$ cat src/rtl/load_control.sv
// ---------------------------------------------------------------------------
// load_control
//
// Read side of the load/store datapath. A one-cycle Start from the multicycle
// control unit issues a word read to data memory. The unit waits MEM_LATENCY
// cycles and captures the returned word in an internal MDR. It then extracts
// the word, halfword or byte, sign- or zero-extends it, and presents the
// result on Out together with a one-cycle Done pulse.
//
// Parameter:
//   MEM_LATENCY  cycles from MemRead assertion to valid MemData (1..15)
//
// Ports:
//   clk        clock, rising edge
//   reset      asynchronous, active-low reset
//   Start      one-cycle load request (ignored while Busy)
//   LCControl  size: 00 word, 01 halfword, 10 byte, 11 word
//   LCSigned   1 = sign-extend, 0 = zero-extend (ignored for word)
//   Addr       byte address of the load
//   MemData    read data returned by memory
//   MemRead    memory read strobe
//   MemAddr    word-aligned read address
//   Out        extended load result, held until the next Done
//   Done       one-cycle pulse, Out valid
//   Busy       high while a load is in flight
//   AlignErr   one-cycle pulse on a misaligned request (lane feature only)
//
// Optional feature macro: LOAD_CONTROL_BYTE_LANE_EN
//   Defined: Addr[1:0] selects the little-endian byte/half lane, and
//            misaligned half/word requests raise AlignErr without a read.
//   Undefined: low-lane extraction, AlignErr tied low.
// ---------------------------------------------------------------------------
module load_control #(
    parameter int MEM_LATENCY = 2
) (
    input  logic        clk,
    input  logic        reset,
    input  logic        Start,
    input  logic [1:0]  LCControl,
    input  logic        LCSigned,
    input  logic [31:0] Addr,
    input  logic [31:0] MemData,
    output logic        MemRead,
    output logic [31:0] MemAddr,
    output logic [31:0] Out,
    output logic        Done,
    output logic        Busy,
    output logic        AlignErr
);

    typedef enum logic [1:0] {
        IDLE    = 2'd0,
        READ    = 2'd1,
        EXTRACT = 2'd2
    } state_t;

    localparam logic [3:0] COUNT_INIT = 4'(MEM_LATENCY - 1);

    state_t      state;
    logic [3:0]  count;
    logic [31:0] mdr;
    logic [1:0]  size_q;
    logic        sign_q;
    logic [1:0]  lane_q;
    logic [31:0] extracted;
    logic        misaligned;

`ifdef LOAD_CONTROL_BYTE_LANE_EN
    // Half needs an even address; word (00 or 11) needs a 4-byte aligned one.
    always_comb begin
        misaligned = 1'b0;
        case (LCControl)
            2'b01:   misaligned = Addr[0];
            2'b10:   misaligned = 1'b0;
            default: misaligned = (Addr[1:0] != 2'b00);
        endcase
    end
`else
    // Lane bits are not used when extraction is fixed to the low lane.
    logic unused_addr_lane;
    assign unused_addr_lane = ^Addr[1:0];
    assign misaligned       = 1'b0;
`endif

    // Extraction from MDR using the size/sign/lane captured at Start.
    always_comb begin
        logic [7:0]  lane_byte;
        logic [15:0] lane_half;
        lane_byte = 8'(mdr >> {lane_q, 3'b000});
        lane_half = lane_q[1] ? mdr[31:16] : mdr[15:0];
        extracted = mdr;
        case (size_q)
            2'b01:   extracted = {{16{sign_q & lane_half[15]}}, lane_half};
            2'b10:   extracted = {{24{sign_q & lane_byte[7]}}, lane_byte};
            default: extracted = mdr;
        endcase
    end

    always_ff @(posedge clk or negedge reset) begin
        if (!reset) begin
            state    <= IDLE;
            count    <= 4'd0;
            mdr      <= 32'd0;
            size_q   <= 2'b00;
            sign_q   <= 1'b0;
            lane_q   <= 2'b00;
            MemRead  <= 1'b0;
            MemAddr  <= 32'd0;
            Out      <= 32'd0;
            Done     <= 1'b0;
            Busy     <= 1'b0;
            AlignErr <= 1'b0;
        end else begin
            Done     <= 1'b0;
            AlignErr <= 1'b0;
            case (state)
                IDLE: begin
                    if (Start) begin
                        if (misaligned) begin
                            // Rejected request: no read, stay idle.
                            AlignErr <= 1'b1;
                        end else begin
                            size_q  <= LCControl;
                            sign_q  <= LCSigned;
`ifdef LOAD_CONTROL_BYTE_LANE_EN
                            lane_q  <= Addr[1:0];
`else
                            lane_q  <= 2'b00;
`endif
                            MemAddr <= {Addr[31:2], 2'b00};
                            MemRead <= 1'b1;
                            Busy    <= 1'b1;
                            count   <= COUNT_INIT;
                            state   <= READ;
                        end
                    end
                end
                READ: begin
                    if (count == 4'd0) begin
                        mdr     <= MemData;
                        MemRead <= 1'b0;
                        state   <= EXTRACT;
                    end else begin
                        count <= count - 4'd1;
                    end
                end
                EXTRACT: begin
                    Out   <= extracted;
                    Done  <= 1'b1;
                    Busy  <= 1'b0;
                    state <= IDLE;
                end
                default: state <= IDLE;
            endcase
        end
    end

endmodule

$ cat config.mk
export PLATFORM = sky130hd
export DESIGN_NAME = load_control
export DESIGN_NICKNAME = d
export VERILOG_FILES = /design/src/rtl/load_control.sv
export SDC_FILE = /design/constraint.sdc
export NUM_CORES = 1
export LEC_CHECK = 0
export ABC_CLOCK_PERIOD_IN_PS = 2000
export CAP_MARGIN = 10
export CORE_MARGIN = 1
export CORE_UTILIZATION = 35
export CTS_CLUSTER_DIAMETER = 30
export DETAILED_ROUTE_END_ITERATION = 7
export DONT_BUFFER_PORTS = 1
export GPL_ROUTABILITY_DRIVEN = 0
export GPL_TIMING_DRIVEN = 0
export MAX_ROUTING_LAYER = met4
export REMOVE_ABC_BUFFERS = 1
export SLEW_MARGIN = 30
export SYNTH_ARGS = -nofsm -noshare
export SYNTH_HDL_FRONTEND = slang
export SYNTH_SLANG_ARGS = --single-unit
export TNS_END_PERCENT = 30
$ cat constraint.sdc
create_clock -name clk -period 2 [get_ports clk]
set_input_delay 0.6 -clock clk [delete_from_list [all_inputs] [get_ports clk]]
set_output_delay 0.6 -clock clk [all_outputs]
set_load 0.02 [all_outputs]
==> key figures <==
Final layout
  • Layout area overhead: 11.40%
  • Layout Nets: 403
  • Layout Cell Area excl Fill: ~4800 um^2
  • Share of layout cells above drive strength 1: 28.31%
  • Fillers: 1144
  • Antenna diodes: 0
  • Commonest non-fill, non-tap cells in the layout: dfrtp_1 (106), nand2_1 (51), mux2_2 (35), mux2_4 (28)
  • Most common cell after layout, fill and taps aside: dfrtp_1

Pwr
  • Clock network power share: 19.8%
  • Sw Ratio: 37.61%
  • Reg power frac: 51.3%
  • Comb power frac: 28.9%
  • Sw Pwr: 3512 uW
  • Pwr Density: 1948 nW/um^2
  • VDD IR max: ~1.0 mV
  • P_int: 5827 uW
  • Standby leakage power: ~0.0022 uW

Critical path
  • Arr. time, crit path: 2150 ps
  • Worst Path Required: between 2000 and 2500 ps
  • CP endpoint kind: flip-flop
  • Slowest stage delay, CP: 450 ps
  • CP Launch Type: flip-flop
  • Crit Path Category: reg -> reg
  • Critical Path Fanout Max: 17
  • CP Cell Sequence: inv_2 -> ha_1 -> or3b_4 -> nand2b_4 -> mux2_4
  • Slowest-stage cell, CP: or3b_4

Global routing
  • Largest net degree at the start of global routing: between 100 and 150
  • First-pass GRT wire length: 13.64 mm
  • Initial antenna violation count: 0
  • GRT Total Usage: 14.68%
  • Vias in the first global route: 2533
  • Grt ovf: 0

Timing
  • Final max-slew violation count: 0
  • Post-route clock skew: 3.062 ps
  • Tmin final: roughly 1900 ps
  • RSZ-0062 raised after global routing: true
  • Final hold slack: -48.47 ps
  • Crit share post-route: 95.99%
  • Count of final setup violators: 0
  • Max Freq: 0.5209 GHz
  • Final Hold Vio Count: 106

Drt
  • Drt drc: 0
  • Via count: 2423
  • Wire per inst: 18.13 um
  • Total length of routed wires: 8.686 mm
  • TritonRoute pass-1 iters: 4
  • Detailed Route Iter0 Violations: about 130
  • DR vias/cell: 5.058
  • Post-DRT Antenna Nets: 0

Logic synthesis
  • Sequential element share of the synthesized area: approximately 62%
  • Async set or reset register ratio after synthesis: 100.0%
  • Mux cell area share after synthesis: between 10% and 20%
  • Seq cells post-synth: 106
  • Largest family of logic cells by synthesized area: multiplexers
  • Syn. warnings: 0
  • Synth Area in Compound Gates: between 4 and 5%
  • Post-Syn Area: 4304 um^2
  • Syn avg cell area: 13.08 um^2
  • Number of synthesized flops with an enable pin: 0
  • Synth Flop Type: dfrtp_1
  • Post-synthesis adder-cell area fraction: 1.163%
  • Simple-gate share of the synthesized area: slightly below 9%
  • Post-Syn Instances: 329
  • Post-synth cell types: 36
  • Xor and xnor area share after synthesis: 0%

Clock network
  • Root Driver: clkbuf_16
  • CTS H-tree depth: 3
  • Clock Tree Buf Depth: 2
  • Total CTS buffers: 9
  • Clock-pin slew on the worst setup and hold paths: roughly 70 ps
  • Worst skew pair latency: about 340 ps
  • TritonCTS clock tree: yes
  • CTS Sinks: between 100 and 150

Floorplan
  • Die area: 12750 um^2
  • Die Wd: 112.9 um
  • Die Y: 112.9 um
  • I/O pin count: roughly 140
  • CORE AREA: 12010 um^2
  • FP Rows: 40
  • Initial Utilization: 35.83%

Job
  • # Max-Cap Violations: 0

Status
  • Failing checks: negative hold slack
  • Status: complete, but fails checks

Worst hold path
  • Hold Path Class: in -> async

Placed design
  • Detailed Place HPWL: between 5 and 6 mm
  • I/O Buffers: 0
  • Post-DP Area: 4389 um^2
-- per-layer routing --
layer | share of wire, % | GRT usage (%)
met2 | 48 | 23.46
met3 | 7.8 | 5.999
met1 | 43 | 17.17
met4 | 1.0 | 3.860
met5 | 0 | -
-- cell families (layout without fill, tap and decap cells) --
logic type,Yosys count,after routing
mux,65,65
buf+inv,28,27
other cells,1,3
simple gates,89,91
flops,106,106
compound gates,36,36
fa+ha+maj,4,4
-- power groups by stage --
stage               Clock (uW)  Sequential [uW]  Combinational [uW]
finish                    1850             4790                2700
floorplan                    0             4560                2120
global placement             0             4770                2430
detailed placement           0             4800                2560
CTS                       1920             4790                2660
global route              2000             4920                3030
-- path summary, 6_finish.rpt --
kind                                   start         to  slack [ps]  cells after the start
min in group clk                LCControl[1]  size_q[1]         400                      2
worst max register to register      count[1]    mdr[16]          80                      5
worst max-delay path                count[1]    mdr[16]          80                      5
max in group asynchronous              reset    mdr[10]        1870                      0
worst min register to register        mdr[2]     Out[2]         470                      2
worst min-delay path                   reset     mdr[6]         -50                      0
-- registers in the layout, summed over array words and instances, names as in the netlist, 2 cells and up --
| name | count |
|---|---|
| MemAddr | 30 |
| Out | 32 |
| count | 4 |
| mdr | 32 |
| size_q | 2 |
| state | 2 |
-- cell usage after synthesis (2+ instances only) --
| cell type | instances | area, um^2 |
|---|---|---|
| ha_1 | 4 | 50.05 |
| a21oi_1 | 25 | 125.1 |
| mux2_4 | 28 | 420.4 |
| nor2_1 | 25 | 93.84 |
| a21o_1 | 2 | 15.01 |
| buf_2 | 7 | 35.03 |
| nand3_1 | 2 | 10.01 |
| buf_4 | 3 | 22.52 |
| inv_1 | 7 | 26.28 |
| nor3_1 | 2 | 10.01 |
| clkbuf_1 | 6 | 22.52 |
| buf_12 | 2 | 40.04 |
| dfrtp_1 | 106 | 2653 |
| o21ai_0 | 3 | 15.01 |
| mux2_2 | 35 | 394.1 |
| mux2i_1 | 2 | 20.02 |
| nand2_1 | 51 | 191.4 |
-- metrics by stage --
step	setup TNS (ps)	worst slack, ps	instances	power (uW)	util [%]
after floorplan	-65940	-1795	311	6678	-
after global placement	-121840	-2771	458	7202	36.21
after detailed placement	-21920	-492.8	461	7359	36.54
after CTS	0	9.206	478	9378	39.63
after global routing	-383.2	-37.66	479	9952	39.92
final	0	80.15	479	9339	39.92
-- area by class of cell --
cell class | count | area (um^2) | area share, %
Tap cell | 147 | 183.9 | 3.836
Inverter | 8 | 35.03 | 0.7307
Sequential cell | 106 | 2653 | 55.32
Timing Repair Buffer | 5 | 50.05 | 1.044
Clock inverter | 3 | 65.06 | 1.357
Multi-Input combinational cell | 199 | 1565 | 32.65
Clock buffer | 11 | 242.7 | 5.063
-- critical path: cells and delay by family (launching register included) --
| kind | cells | cell delay, ps |
|---|---|---|
| adder cells (fa/ha/maj) | 1 | 150 |
| buffers and inverters | 1 | 80 |
| flip-flops | 1 | 420 |
| multiplexers | 1 | 370 |
| AND/OR/NAND/NOR | 2 | 780 |
-- timing repair --
action | 4_1_cts | 5_1_grt
endpoints found under the hold margin | 106 | 106
cloned | 1 | 1
buffers inserted | 2 | 0
gates resized for setup | 6 | 6
endpoints found under the setup margin | 75 | 56
pin swaps | 2 | 0
No activity file was read; power rests on OpenSTA's default activity.
